## src/rtl/pulse_train_gen_pkg.sv

```systemverilog
// Shared types and default widths for the pulse train generator.
package pulse_train_gen_pkg;

  localparam int CNT_W_DEF  = 8;
  localparam int TIME_W_DEF = 16;

  typedef enum logic [1:0] {
    IDLE = 2'd0,
    HIGH = 2'd1,
    LOW  = 2'd2
  } state_e;

endpackage

```

## src/rtl/pulse_train_gen_if.sv

```systemverilog
// Request/status bundle between a pulse train client and the generator.
// Handshake: start is a valid strobe, ~busy is ready; start is accepted only in a cycle with busy=0.
interface pulse_train_gen_if
  import pulse_train_gen_pkg::*;
#(
  parameter int CNT_W  = CNT_W_DEF,
  parameter int TIME_W = TIME_W_DEF
);

  logic              start;
  logic              abort;
  logic [CNT_W-1:0]  num_pulses;
  logic [TIME_W-1:0] high_cycles;
  logic [TIME_W-1:0] low_cycles;
  logic              pulse_out;
  logic              busy;
  logic              done;

  modport master (
    output start, abort, num_pulses, high_cycles, low_cycles,
    input  pulse_out, busy, done
  );

  modport slave (
    input  start, abort, num_pulses, high_cycles, low_cycles,
    output pulse_out, busy, done
  );

endinterface

```

## src/rtl/pulse_train_gen_cycle_timer.sv

```systemverilog
// Loadable down-counter; tc_o flags the last cycle of a loaded duration.
module cycle_timer #(
  parameter int W = 16
) (
  input  logic         clk,
  input  logic         rst,
  input  logic         load_i,
  input  logic [W-1:0] val_i,
  output logic         tc_o
);

  logic [W-1:0] cnt_q, cnt_d;

  // Loading V gives V cycles with cnt_q = V..1; tc_o marks the one with cnt_q = 1.
  always_comb begin
    cnt_d = cnt_q;
    if (load_i)
      cnt_d = val_i;
    else if (cnt_q != '0)
      cnt_d = cnt_q - W'(1);
  end

  always_ff @(posedge clk or posedge rst) begin
    if (rst) cnt_q <= '0;
    else     cnt_q <= cnt_d;
  end

  assign tc_o = (cnt_q == W'(1));

endmodule

```

## src/rtl/pulse_train_gen.sv

```systemverilog
// Pulse train generator: a start strobe launches N high pulses of H cycles separated by L low cycles.
module pulse_train_gen
  import pulse_train_gen_pkg::*;
#(
  parameter int CNT_W  = CNT_W_DEF,
  parameter int TIME_W = TIME_W_DEF
) (
  input  logic               clk,
  input  logic               rst,
  pulse_train_gen_if.slave   bus,
  output state_e             state_o
);

  state_e            state_q;
  logic [CNT_W-1:0]  rem_q;
  logic [TIME_W-1:0] cfg_high_q, cfg_low_q;
  logic              pulse_q, busy_q, done_q;

  logic              tmr_load_d;
  logic [TIME_W-1:0] tmr_val_d;
  logic              tmr_tc;
  logic [TIME_W-1:0] high_eff, low_eff;

  assign high_eff = (bus.high_cycles == '0) ? TIME_W'(1) : bus.high_cycles;
  assign low_eff  = (bus.low_cycles  == '0) ? TIME_W'(1) : bus.low_cycles;

  // Timer reloads at train start and at every phase boundary; abort suppresses reloads.
  always_comb begin
    tmr_load_d = 1'b0;
    tmr_val_d  = cfg_high_q;
    case (state_q)
      IDLE: if (bus.start && bus.num_pulses != '0) begin
        tmr_load_d = 1'b1;
        tmr_val_d  = high_eff;
      end
      HIGH: if (!bus.abort && tmr_tc && rem_q > CNT_W'(1)) begin
        tmr_load_d = 1'b1;
        tmr_val_d  = cfg_low_q;
      end
      LOW: if (!bus.abort && tmr_tc) begin
        tmr_load_d = 1'b1;
        tmr_val_d  = cfg_high_q;
      end
      default: ;
    endcase
  end

  cycle_timer #(.W(TIME_W)) u_timer (
    .clk    (clk),
    .rst    (rst),
    .load_i (tmr_load_d),
    .val_i  (tmr_val_d),
    .tc_o   (tmr_tc)
  );

  always_ff @(posedge clk or posedge rst) begin
    if (rst) begin
      state_q    <= IDLE;
      rem_q      <= '0;
      cfg_high_q <= '0;
      cfg_low_q  <= '0;
      pulse_q    <= 1'b0;
      busy_q     <= 1'b0;
      done_q     <= 1'b0;
    end else begin
      done_q <= 1'b0;
      case (state_q)
        IDLE: begin
          if (bus.start) begin
            if (bus.num_pulses != '0) begin
              state_q    <= HIGH;
              rem_q      <= bus.num_pulses;
              cfg_high_q <= high_eff;
              cfg_low_q  <= low_eff;
              pulse_q    <= 1'b1;
              busy_q     <= 1'b1;
            end else begin
              done_q <= 1'b1;
            end
          end
        end
        HIGH: begin
          if (bus.abort) begin
            state_q <= IDLE;
            pulse_q <= 1'b0;
            busy_q  <= 1'b0;
          end else if (tmr_tc) begin
            pulse_q <= 1'b0;
            if (rem_q > CNT_W'(1)) begin
              state_q <= LOW;
              rem_q   <= rem_q - CNT_W'(1);
            end else begin
              state_q <= IDLE;
              busy_q  <= 1'b0;
              done_q  <= 1'b1;
            end
          end
        end
        LOW: begin
          if (bus.abort) begin
            state_q <= IDLE;
            busy_q  <= 1'b0;
          end else if (tmr_tc) begin
            state_q <= HIGH;
            pulse_q <= 1'b1;
          end
        end
        default: begin
          state_q <= IDLE;
          pulse_q <= 1'b0;
          busy_q  <= 1'b0;
        end
      endcase
    end
  end

  assign bus.pulse_out = pulse_q;
  assign bus.busy      = busy_q;
  assign bus.done      = done_q;
  assign state_o       = state_q;

endmodule
```

## src/flat_wrapper.sv

```systemverilog
// flat-port wrapper written by rule: the top's interface ports become plain ports
module pulse_train_gen_flat import pulse_train_gen_pkg::*;
#(
  parameter int CNT_W  = CNT_W_DEF,
  parameter int TIME_W = TIME_W_DEF
)
  (clk, rst, state_o, bus_start, bus_abort, bus_num_pulses, bus_high_cycles, bus_low_cycles, bus_pulse_out, bus_busy, bus_done);
  pulse_train_gen_if #(.CNT_W(CNT_W), .TIME_W(TIME_W)) bus_i ();
  input  logic clk;
  input  logic rst;
  output state_e state_o;
  input wire logic [$bits(bus_i.start)-1:0] bus_start;
  input wire logic [$bits(bus_i.abort)-1:0] bus_abort;
  input wire logic [$bits(bus_i.num_pulses)-1:0] bus_num_pulses;
  input wire logic [$bits(bus_i.high_cycles)-1:0] bus_high_cycles;
  input wire logic [$bits(bus_i.low_cycles)-1:0] bus_low_cycles;
  output wire logic [$bits(bus_i.pulse_out)-1:0] bus_pulse_out;
  output wire logic [$bits(bus_i.busy)-1:0] bus_busy;
  output wire logic [$bits(bus_i.done)-1:0] bus_done;
  assign bus_i.start = bus_start;
  assign bus_i.abort = bus_abort;
  assign bus_i.num_pulses = bus_num_pulses;
  assign bus_i.high_cycles = bus_high_cycles;
  assign bus_i.low_cycles = bus_low_cycles;
  assign bus_pulse_out = bus_i.pulse_out;
  assign bus_busy = bus_i.busy;
  assign bus_done = bus_i.done;
  pulse_train_gen #(.CNT_W(CNT_W), .TIME_W(TIME_W)) u_core (.clk(clk), .rst(rst), .bus(bus_i), .state_o(state_o));
endmodule
```

## config.mk

```make
export PLATFORM = sky130hd
export DESIGN_NAME = pulse_train_gen_flat
export DESIGN_NICKNAME = d
export VERILOG_FILES = /design/src/rtl/pulse_train_gen_pkg.sv /design/src/rtl/pulse_train_gen_if.sv /design/src/rtl/pulse_train_gen_cycle_timer.sv /design/src/rtl/pulse_train_gen.sv /design/src/flat_wrapper.sv
export SDC_FILE = /design/constraint.sdc
export NUM_CORES = 1
export LEC_CHECK = 0
export CORE_MARGIN = 2
export CORE_UTILIZATION = 40
export DETAILED_ROUTE_END_ITERATION = 16
export GPL_TIMING_DRIVEN = 1
export PLACE_DENSITY = 0.64
export SLEW_MARGIN = 20
export SYNTH_ARGS = -nofsm -noshare
export SYNTH_HDL_FRONTEND = slang
export SYNTH_SLANG_ARGS = --single-unit
```

## constraint.sdc

```tcl
create_clock -name clk -period 2.2 [get_ports clk]
set_input_delay 0.22 -clock clk [delete_from_list [all_inputs] [get_ports clk]]
set_output_delay 0.22 -clock clk [all_outputs]
set_load 0.02 [all_outputs]
```

; Yosys cells after proc, flatten, opt, wreduce, memory -nomap -nowiden
; Index checks and enable logic that the tools add are counted.
[totals]
regBits = 61
output_inout_bits = 5
elab_cells = 84
[op_classes]
n_mux = 43
magnitude_cmp = 1
n_addsub = 2
reduce_logical = 16
n_eq_ne = 14
[op_table]
columns = op, n
row1 = 16-bit 2-to-1 mux, 6
row2 = 8-bit 2-to-1 mux, 5
row3 = 16-bit zero test, 2
row4 = 16-bit one-hot mux with 2 select lines, 1
row5 = 1-bit 2-to-1 mux, 18
row6 = 16-bit by 1-bit equality test with 1-bit output (second input constant), 1
row7 = 8-bit one-hot mux with 2 select lines, 1
row8 = 16-bit nonzero test, 1
row9 = 16-bit by 1-bit subtractor with 16-bit output (second input constant), 1
row10 = 2-bit 2-to-1 mux, 7
row11 = 5-bit AND reduction, 2
row12 = 1-bit one-hot mux with 3 select lines, 3
row13 = 8-bit by 1-bit greater-than comparator with 1-bit output (second input constant), 1
row14 = 2-bit by 1-bit != test with 1-bit output (second input constant), 4
row15 = 2-bit != test (second input constant), 4
row16 = 8-bit nonzero test, 1
row17 = 8-bit by 1-bit subtractor with 8-bit output (second input constant), 1
row18 = 3-bit by 2-bit != test with 1-bit output (second input constant), 2
row19 = 2-bit one-hot mux with 3 select lines, 1
row20 = 6-bit AND reduction, 1
row21 = 4-bit AND reduction, 1
row22 = 2-bit nonzero test, 2
row23 = 1-bit logical AND, 3
row24 = 3-bit != test (second input constant), 1
row25 = other kinds (6), 6

; Logic depth before layout (Yosys ltp)
; Gate-level depths: netlist (run 1).
[depth]
depth_word = 6
depth_mapped = 9
depth_no_buf = 8

; Cells and area by module
; From an unflattened synthesis (run 1), not the netlist that was laid out.
[hier_totals]
cells_unflattened = 403
hier_area_um2 = 3604.7
[modules_own_cells]
columns = mod, seq_area_each_um2, cells_per_inst, area_per_inst_um2, instances
row1 = pulse_train_gen, 1126.1, 296, 2597.5, 1
row2 = cycle_timer, 400.4, 107, 1007.2, 1

; Least setup slack after synthesis (run 1)
; No wires, ideal clock.
[synth_timing]
kind = register to register
from = reg u_core.rem_q[4]
to = reg u_core.u_timer.cnt_q[8]
path_buffers = 1
setup_time_ps = 122
stages_incl_launch_ff = 8
required_time_ps = 2078
path_slack_ps = -60
t_arrival_ps = 2138
period_less_slack_ps = 2260
cell_sequence = dfrtp_1 > or4_1 > or4_1 > and4b_1 > buf_4 > a22oi_1 > o211ai_1 > a21boi_2
[synth_between]
elab_chain_cells = 5
word_cells_on_any_way = 8
[synth_rtl]
columns = element, line_no
row1 = from (decl), pulse_train_gen.sv:15  ; logic [CNT_W-1:0] rem_q;
row2 = from (signal assigned), pulse_train_gen.sv:72  ; rem_q <= bus.num_pulses;
row3 = from (signal assigned), pulse_train_gen.sv:91  ; rem_q <= rem_q - CNT_W'(1);
row4 = 8-bit by 1-bit greater-than comparator with 1-bit output *, pulse_train_gen.sv:36  ; HIGH: if (!bus.abort && tmr_tc && rem_q > CNT_W'(1)) begin
row5 = 1-bit logical AND *, pulse_train_gen.sv:36
row6 = 1-bit 2-to-1 mux / 16-bit 2-to-1 mux (equally long branches), pulse_train_gen.sv:36
row7 = 1-bit one-hot mux with 3 select lines / 16-bit one-hot mux with 2 select lines (equally long branches), pulse_train_gen.sv:31  ; case (state_q)
row8 = 16-bit 2-to-1 mux / 2-bit nonzero test (equally long branches), n/a
row9 = to (signal assigned), pulse_train_gen_cycle_timer.sv:25  ; else cnt_q <= cnt_d;
row10 = to (decl), pulse_train_gen_cycle_timer.sv:12  ; logic [W-1:0] cnt_q, cnt_d;
; Mark *: on every way between the ends. The rest lies on a longest branch, timed or not.
; A chain may end at the register's enable or synchronous reset.

; Final worst setup path (run 1)
[layout_timing]
from = reg u_core.rem_q[4]
to = reg u_core.u_timer.cnt_q[12]
; Same word-level chain as after synthesis.

==> results of run 1 <==
logic make-up (layout without fill, tap and decap cells):
group	after synthesis	in the layout
and+or+nand+nor	156	156
AOI/OAI and AO/OA	116	116
DFF	61	61
buffers and inverters	28	145
xor gates and xnor gates	14	14
adders and majority gates	5	5
muxes	2	2
placed cells by master, fill, tap and decap left out, drive strengths merged, types with 3 or more instances in the layout:
cell type / count
a31oi: 11
inv: 8
a22oi: 5
bufinv: 3
ha: 5
dfrtp: 61
nand3: 5
buf: 73
a21oi: 42
or4: 7
nand2: 73
xnor2: 9
nor4: 14
xor2: 5
nor2: 26
clkdlybuf4s50: 48
clkbuf: 9
or2: 3
nor3: 11
o21ai: 27
a22o: 11
final cells by class:
| type | count | area [um2] |
|---|---|---|
| fillers | 728 | 3283 |
| multi-input cells | 293 | 1889 |
| flip-flops and latches | 61 | 1526 |
| repair buffers | 121 | 1069 |
| well taps | 105 | 131.4 |
| clock buffers | 9 | 123.9 |
| clock inverters | 7 | 122.6 |
| inverters | 8 | 30.03 |
through the flow:
stage               instance area, um2  instances  setup slack, ns  TNS, ns
floorplan                         3379        382        0.0002252        0
global placement                  4456        583          -0.1416  -0.4057
detailed placement                4456        583         -0.09982  -0.4577
CTS                               4756        601         -0.04923  -0.1205
global route                      4892        604          -0.1217  -0.9398
finish                            4892        604         -0.06901  -0.1560
power by group:
part	total, mW	leakage [nW]	switching (mW)	internal [mW]
logic	1.65	1.29	0.837	0.815
registers	1.62	0.737	0.210	1.41
clock network	1.21	0.116	0.453	0.757
critical path: stages (launching register included):
cell and delay, ns:
dfrtp_1 0.39, or4_4 0.57, or4_4 0.43, and4b_2 0.28
buf_4 0.17, a31oi_1 0.18, a21oi_1 0.11
worst paths after layout:
| check | end | from | cells past startpoint | slack (ns) |
|---|---|---|---|---|
| worst max-delay path | u_core.u_timer.cnt_q[12]$_DFFE_PP0P_ | u_core.rem_q[4]$_DFFE_PP0P_ | 6 | -0.07 |
| worst min-delay path | u_core.rem_q[1]$_DFFE_PP0P_ | rst | 3 | 0.24 |
| worst max register to register | u_core.u_timer.cnt_q[12]$_DFFE_PP0P_ | u_core.rem_q[4]$_DFFE_PP0P_ | 6 | -0.07 |
| worst min register to register | u_core.cfg_high_q[10]$_DFFE_PP0P_ | u_core.cfg_high_q[10]$_DFFE_PP0P_ | 2 | 0.47 |
| max in group asynchronous | u_core.bus.done$_DFF_PP0_ | rst | 3 | 1.67 |
| min in group clk | u_core.cfg_low_q[3]$_DFFE_PP0P_ | bus_low_cycles[3] | 3 | 0.43 |
state kept, by name, summed over array words and instances, names as in the netlist:
name,count
u_core.u_timer.cnt_q,16
u_core.bus.pulse_out,1
u_core.cfg_high_q,16
u_core.bus.done,1
u_core.bus.busy,1
u_core.rem_q,8
u_core.cfg_low_q,16
u_core.state_o,2
layer usage:
layer / vias to the layer above / wire (um) / GRT usage [%]
li1: 1625 / - / -
met1: 1592 / 4416 / 33.37
met2: 141 / 4615 / 34.79
met3: 26 / 744 / 3.759
met4: 0 / 245 / 9.405
met5: - / 0 / 0
Yosys cell counts, drive strengths merged, types with 2 or more instances:
library cell,n
buf,10
a31oi,11
o21ai,27
ha,5
nor2,26
a21o,2
inv,7
mux2i,2
nand2b,2
nand3,5
a32oi,2
or4,7
nand3b,2
and2,2
o22a,2
a211oi,2
xnor2,9
dfrtp,61
or2,3
a22o,11
nand2,73
xor2,5
nor3,11
a22oi,5
nor4,14
nor3b,2
a221oi,2
clkbuf,10
o211ai,2
a21oi,42
timing repair:
action / 4_1_cts / 5_1_grt
endpoints found under the setup margin: 15 / 24
pin swaps: 2 / 6
setup buffers: 2 / 4
gates cloned: 0 / 0
endpoints found under the hold margin: 0 / 0
resized for setup: 9 / 28
==> metrics.txt, run 1 <==
Max-cap violations 0; Compound-Gate Fraction of Synth Area 21.86%; Detailed Routing Iterations Pass 1 5; fmax 440.7 MHz; Hold Crit Class in2async; number of warnings printed during yosys synthesis 0; ANT nets after route 0; vias 3384; largest net degree at the start of global routing 62; Tot GR Track Use a little under a quarter; synth-to-layout area growth 45.08%; Synth area leaders dfrtp_1, nand2_1, a21oi_1; Slew @ Worst Pin 0.5618 ns; routed wire length approximately 10000 um; GR Overflow Total 0; Mapped Cells 382; #FFs+latches synth 61; EDFF count, synth 0; peak supply drop 0.5278 mV; Post-Synth XOR/XNOR Area 3.636%; antenna violations before repair 0; Initial DRC Count 292; Die Wd between 90 and 100 um; fin util 59.84%; CTS buffer count 9; violated checks setup timing; critical path endpoint category flop; ys async rst share 100.0%; hold_ws 0.2442 ns; Clk Latency, worst-skew pair 0.34 ns; top cell type by total area after synthesis dfrtp_1; Die Y 95.82 um; WP data required around 2.4 ns; ANT cells 0; RSZ-0062 raised after global routing true; Mapped Area 0.003372 mm2; GPL Wtd Cong 0.9598; PwrDens 916.8 mW/mm2; mux cell area share after synthesis 0.5937%; Yosys top cell area share 45.27%; syn_nets ~430; Final Slew Violations 0; Post-route DRC 0; post-synthesis adder-cell area fraction under 10%; CP Max Fanout 5; Pleak between 2 and 2.5 nW; Synth Area in Simple Gates 23.41%; Port Buffers 48; vias per cell 5.603; Setup WS post-layout -0.06901 ns; WS Path Type reg2reg; post-route minimum period 2.269 ns; Slew headroom 62.46%; root buffer cell clkbuf_8; Arr. time, crit path approximately 2.5 ns; CTS clock-pin slew for the worst setup and hold paths around 0.070 ns; Final HPWL DP between 7000 and 8000 um; Startpoint Class flop; status finished, violations left; Final Net Count 543; clock skew approximately 0.0079 ns; Tcrit/Tclk final 103.1%; Hold-fix buffers, CTS 0; Seq/Total Area, Yosys 45.27%; Design Power between 4 and 5 mW; average size of a mapped cell 8.827 um2; post-synth cell types 57; count of final hold-check violations 0; global-route wire length before repair around 16000 um; I/O pin count 49; Core Area roughly 0.0082 mm2; Rows 33; H-tree depth 3; main combinational cell family by area after synthesis simple AND/OR/NAND/NOR gates; deepest clock path buffer count 2; final setup fails 6; Sink Count 61; Die Area 0.009181 mm2; DR WL/cell ~17 um; number of global-route vias before repair 3112; CTS tree yes; share of post-route cells with drive strength above 1 26.45%; Post-synth top flop dfrtp_1; starting density of the core just over 40%
Note: power is estimated with default switching activity, not from simulation.
==> run 2, diff against run 1 <==
--- a/config.mk
+++ b/config.mk
@@ -5,8 +5,8 @@
 export SDC_FILE = /design/constraint.sdc
 export NUM_CORES = 1
 export LEC_CHECK = 0
-export CORE_MARGIN = 2
 export CORE_UTILIZATION = 40
+export CTS_CLUSTER_DIAMETER = 60
 export DETAILED_ROUTE_END_ITERATION = 16
 export GPL_TIMING_DRIVEN = 1
 export PLACE_DENSITY = 0.64
==> metrics.txt, run 2 (synthesis gave the netlist of run 1 again) <==
Largest regs u_core.cfg_high_q (16), u_core.cfg_low_q (16), u_core.u_timer.cnt_q (16); post-route minimum period 2.252 ns (-0.01663 ns); Tcrit/Tclk final 102.4% (-0.76 points); CTS tree yes; I/O pin count 49 (unchanged); Max-cap violations 0 (unchanged); Sink Count 61 (unchanged); Clock power frac 24.0% (-3.0 points); Arr. time, crit path 2.53 ns (+0.05 ns); Startpoint Class flop; Core Area 0.008175 mm2 (unchanged); Setup WS post-layout -0.05239 ns (+0.01663 ns); RSZ-0062 raised after global routing true; status finished, violations left; H-tree depth 3 (unchanged); global-route wire length before repair 15900 um (-0.73%); final setup fails 9 (+3); Slew headroom 58.92% (-3.5 points); CTS clock-pin slew for the worst setup and hold paths 0.07 ns (about the same); vias 3377 (-0.21%); Clk Latency, worst-skew pair 0.34 ns (about the same); DR WL/cell 16.67 um (+0.44%); Post-route DRC 0 (unchanged); share of post-route cells with drive strength above 1 27.33% (+0.88 points); peak supply drop 0.4474 mV (-15%); Die Area 0.008801 mm2 (-4.1%); clock skew 0.008730 ns (+0.0007843 ns); largest net degree at the start of global routing 23 (-63%); Sw Ratio 35.11% (+1.7 points); Initial DRC Count 274 (-6.2%); routed wire length 9983 um (-0.39%); critical path endpoint category flop; most common cell after layout, fill and taps aside nand2_1; antenna violations before repair 0 (unchanged); ANT nets after route 0 (unchanged); sequential power share 37.7% (+1.5 points); number of global-route vias before repair 3161 (+1.6%); Detailed Routing Iterations Pass 1 5 (unchanged); fin util 60.48% (+0.64 points); Tot GR Track Use 24.07% (+0.90 points); synth-to-layout area growth 46.64%; root buffer cell clkbuf_8; GR Overflow Total 0 (unchanged); Die Wd 93.82 um (-2.1%); GPL Wtd Cong 0.9168 (-4.5%); Cell Area, Placed 0.004438 mm2 (-0.39%); CP max stage delay 0.58 ns (about the same); Fill cells 715 (-1.8%); PwrDens 881.1 mW/mm2 (-3.9%); WP data required 2.48 ns (+0.07 ns); internal power 2.827 mW (-5.3%); Slew @ Worst Pin 0.6147 ns (+0.05289 ns); worst-path cell chain or4_4 -> nor4_4 -> and4b_4 -> a22oi_2 -> o211ai_1 -> a21boi_2; fmax 444.0 MHz (+0.74%); starting density of the core 41.25% (unchanged); count of final hold-check violations 0 (unchanged); Final Slew Violations 0 (unchanged); Pleak 2.129 nW (-0.61%); Final HPWL DP 7321 um (-1.3%); CTS buffer count 9 (unchanged); Rows 33 (unchanged); Design Power 4.357 mW (-2.9%); Port Buffers 48 (unchanged); vias per cell 5.638 (+0.63%); deepest clock path buffer count 2 (unchanged); most frequent cells in the layout nand2_1, dfrtp_1, buf_4; ANT cells 0 (unchanged); WS Path Type reg2reg; Sw Pwr 1.530 mW (+2.1%); Final Net Count 538 (-0.92%); Hold Crit Class in2async; crit path max-delay cell type or4_4; Combinational Power Share 38.3% (+1.5 points); Die Y 93.82 um (-2.1%); Hold-fix buffers, CTS 0 (unchanged); violated checks setup timing; final instance area 0.004945 mm2 (+1.1%); CP Max Fanout 6 (+1)
-- run 2: changes by cell type in the layout (fill, tap and decap cells not counted), moves of 2 or more --
| cell | delta |
|---|---|
| buf_4 | -9 |
| a21oi_1 | -6 |
| o21ai_0 | -4 |
| o21ai_1 | +4 |
| a21oi_2 | +3 |
| a21oi_4 | +3 |
| buf_12 | +2 |
| buf_6 | +2 |
| bufinv_16 | -2 |
| clkbuf_8 | +2 |
| nor3b_1 | -2 |
| nor3b_2 | +2 |
-- run 2: routing by layer --
metal | track usage, % | part of all wire (%) | vias up
li1 | - | - | 1608
met1 | 33.69 | 45 | 1619
met2 | 37.77 | 47 | 127
met3 | 3.883 | 5.6 | 23
met4 | 8.077 | 1.9 | 0
met5 | 0 | 0 | -
-- run 2: power groups by stage --
stage	Sequential, mW	Combinational, mW	Clock (mW)
2_1_floorplan	1.66	0.763	0
3_3_place_gp	1.62	1.48	0
3_5_place_dp	1.63	1.51	0
4_1_cts	1.63	1.57	1.06
5_1_grt	1.67	1.82	1.12
6_report	1.64	1.67	1.05
-- run 2: stage by stage --
stage                     std cells  worst slack [ns]  hold slack [ns]  TNS (ns)
after global routing            599           -0.1389           0.2687    -1.578
after floorplan                 382         0.0002252           0.3254         0
final                           599          -0.05239           0.2163   -0.2316
after detailed placement        579           -0.1763           0.4504    -2.918
after CTS                       596          -0.02944           0.2338  -0.09605
after global placement          579           -0.1823           0.4452    -2.085
-- run 2: path summary, 6_finish.rpt --
path,slack [ns],depth (start not counted),from,to
min in group clk,0.43,3,bus_low_cycles[8],u_core.cfg_low_q[8]$_DFFE_PP0P_
worst max-delay path,-0.05,6,u_core.u_timer.cnt_q[13]$_DFFE_PP0P_,u_core.u_timer.cnt_q[8]$_DFFE_PP0P_
worst min-delay path,0.22,2,rst,u_core.rem_q[1]$_DFFE_PP0P_
worst min register to register,0.48,2,u_core.cfg_high_q[7]$_DFFE_PP0P_,u_core.cfg_high_q[7]$_DFFE_PP0P_
max in group asynchronous,1.48,3,rst,u_core.u_timer.cnt_q[10]$_DFFE_PP0P_
worst max register to register,-0.05,6,u_core.u_timer.cnt_q[13]$_DFFE_PP0P_,u_core.u_timer.cnt_q[8]$_DFFE_PP0P_
-- run 2: critical path: cells and delay by family (launching register included) --
kind / cells / cell delay, ns
flops: 1 / 0.38
compound gates: 3 / 0.49
simple gates: 3 / 1.32
-- run 2: layout make-up --
class	instances	area, um2	area share, %
clock buffer	11	151.4	3.062
clock inverter	5	58.81	1.189
inverter	8	30.03	0.6073
multi-input combinational	293	1983	40.11
sequential	61	1526	30.87
tap	105	131.4	2.657
timing repair buffer	116	1064	21.51
-- run 2: timing repair --
item,in CTS,in global routing
setup buffers,2,4
gates resized for setup,22,37
setup endpoints to repair,24,25
pin swaps,7,12
gates cloned,0,0
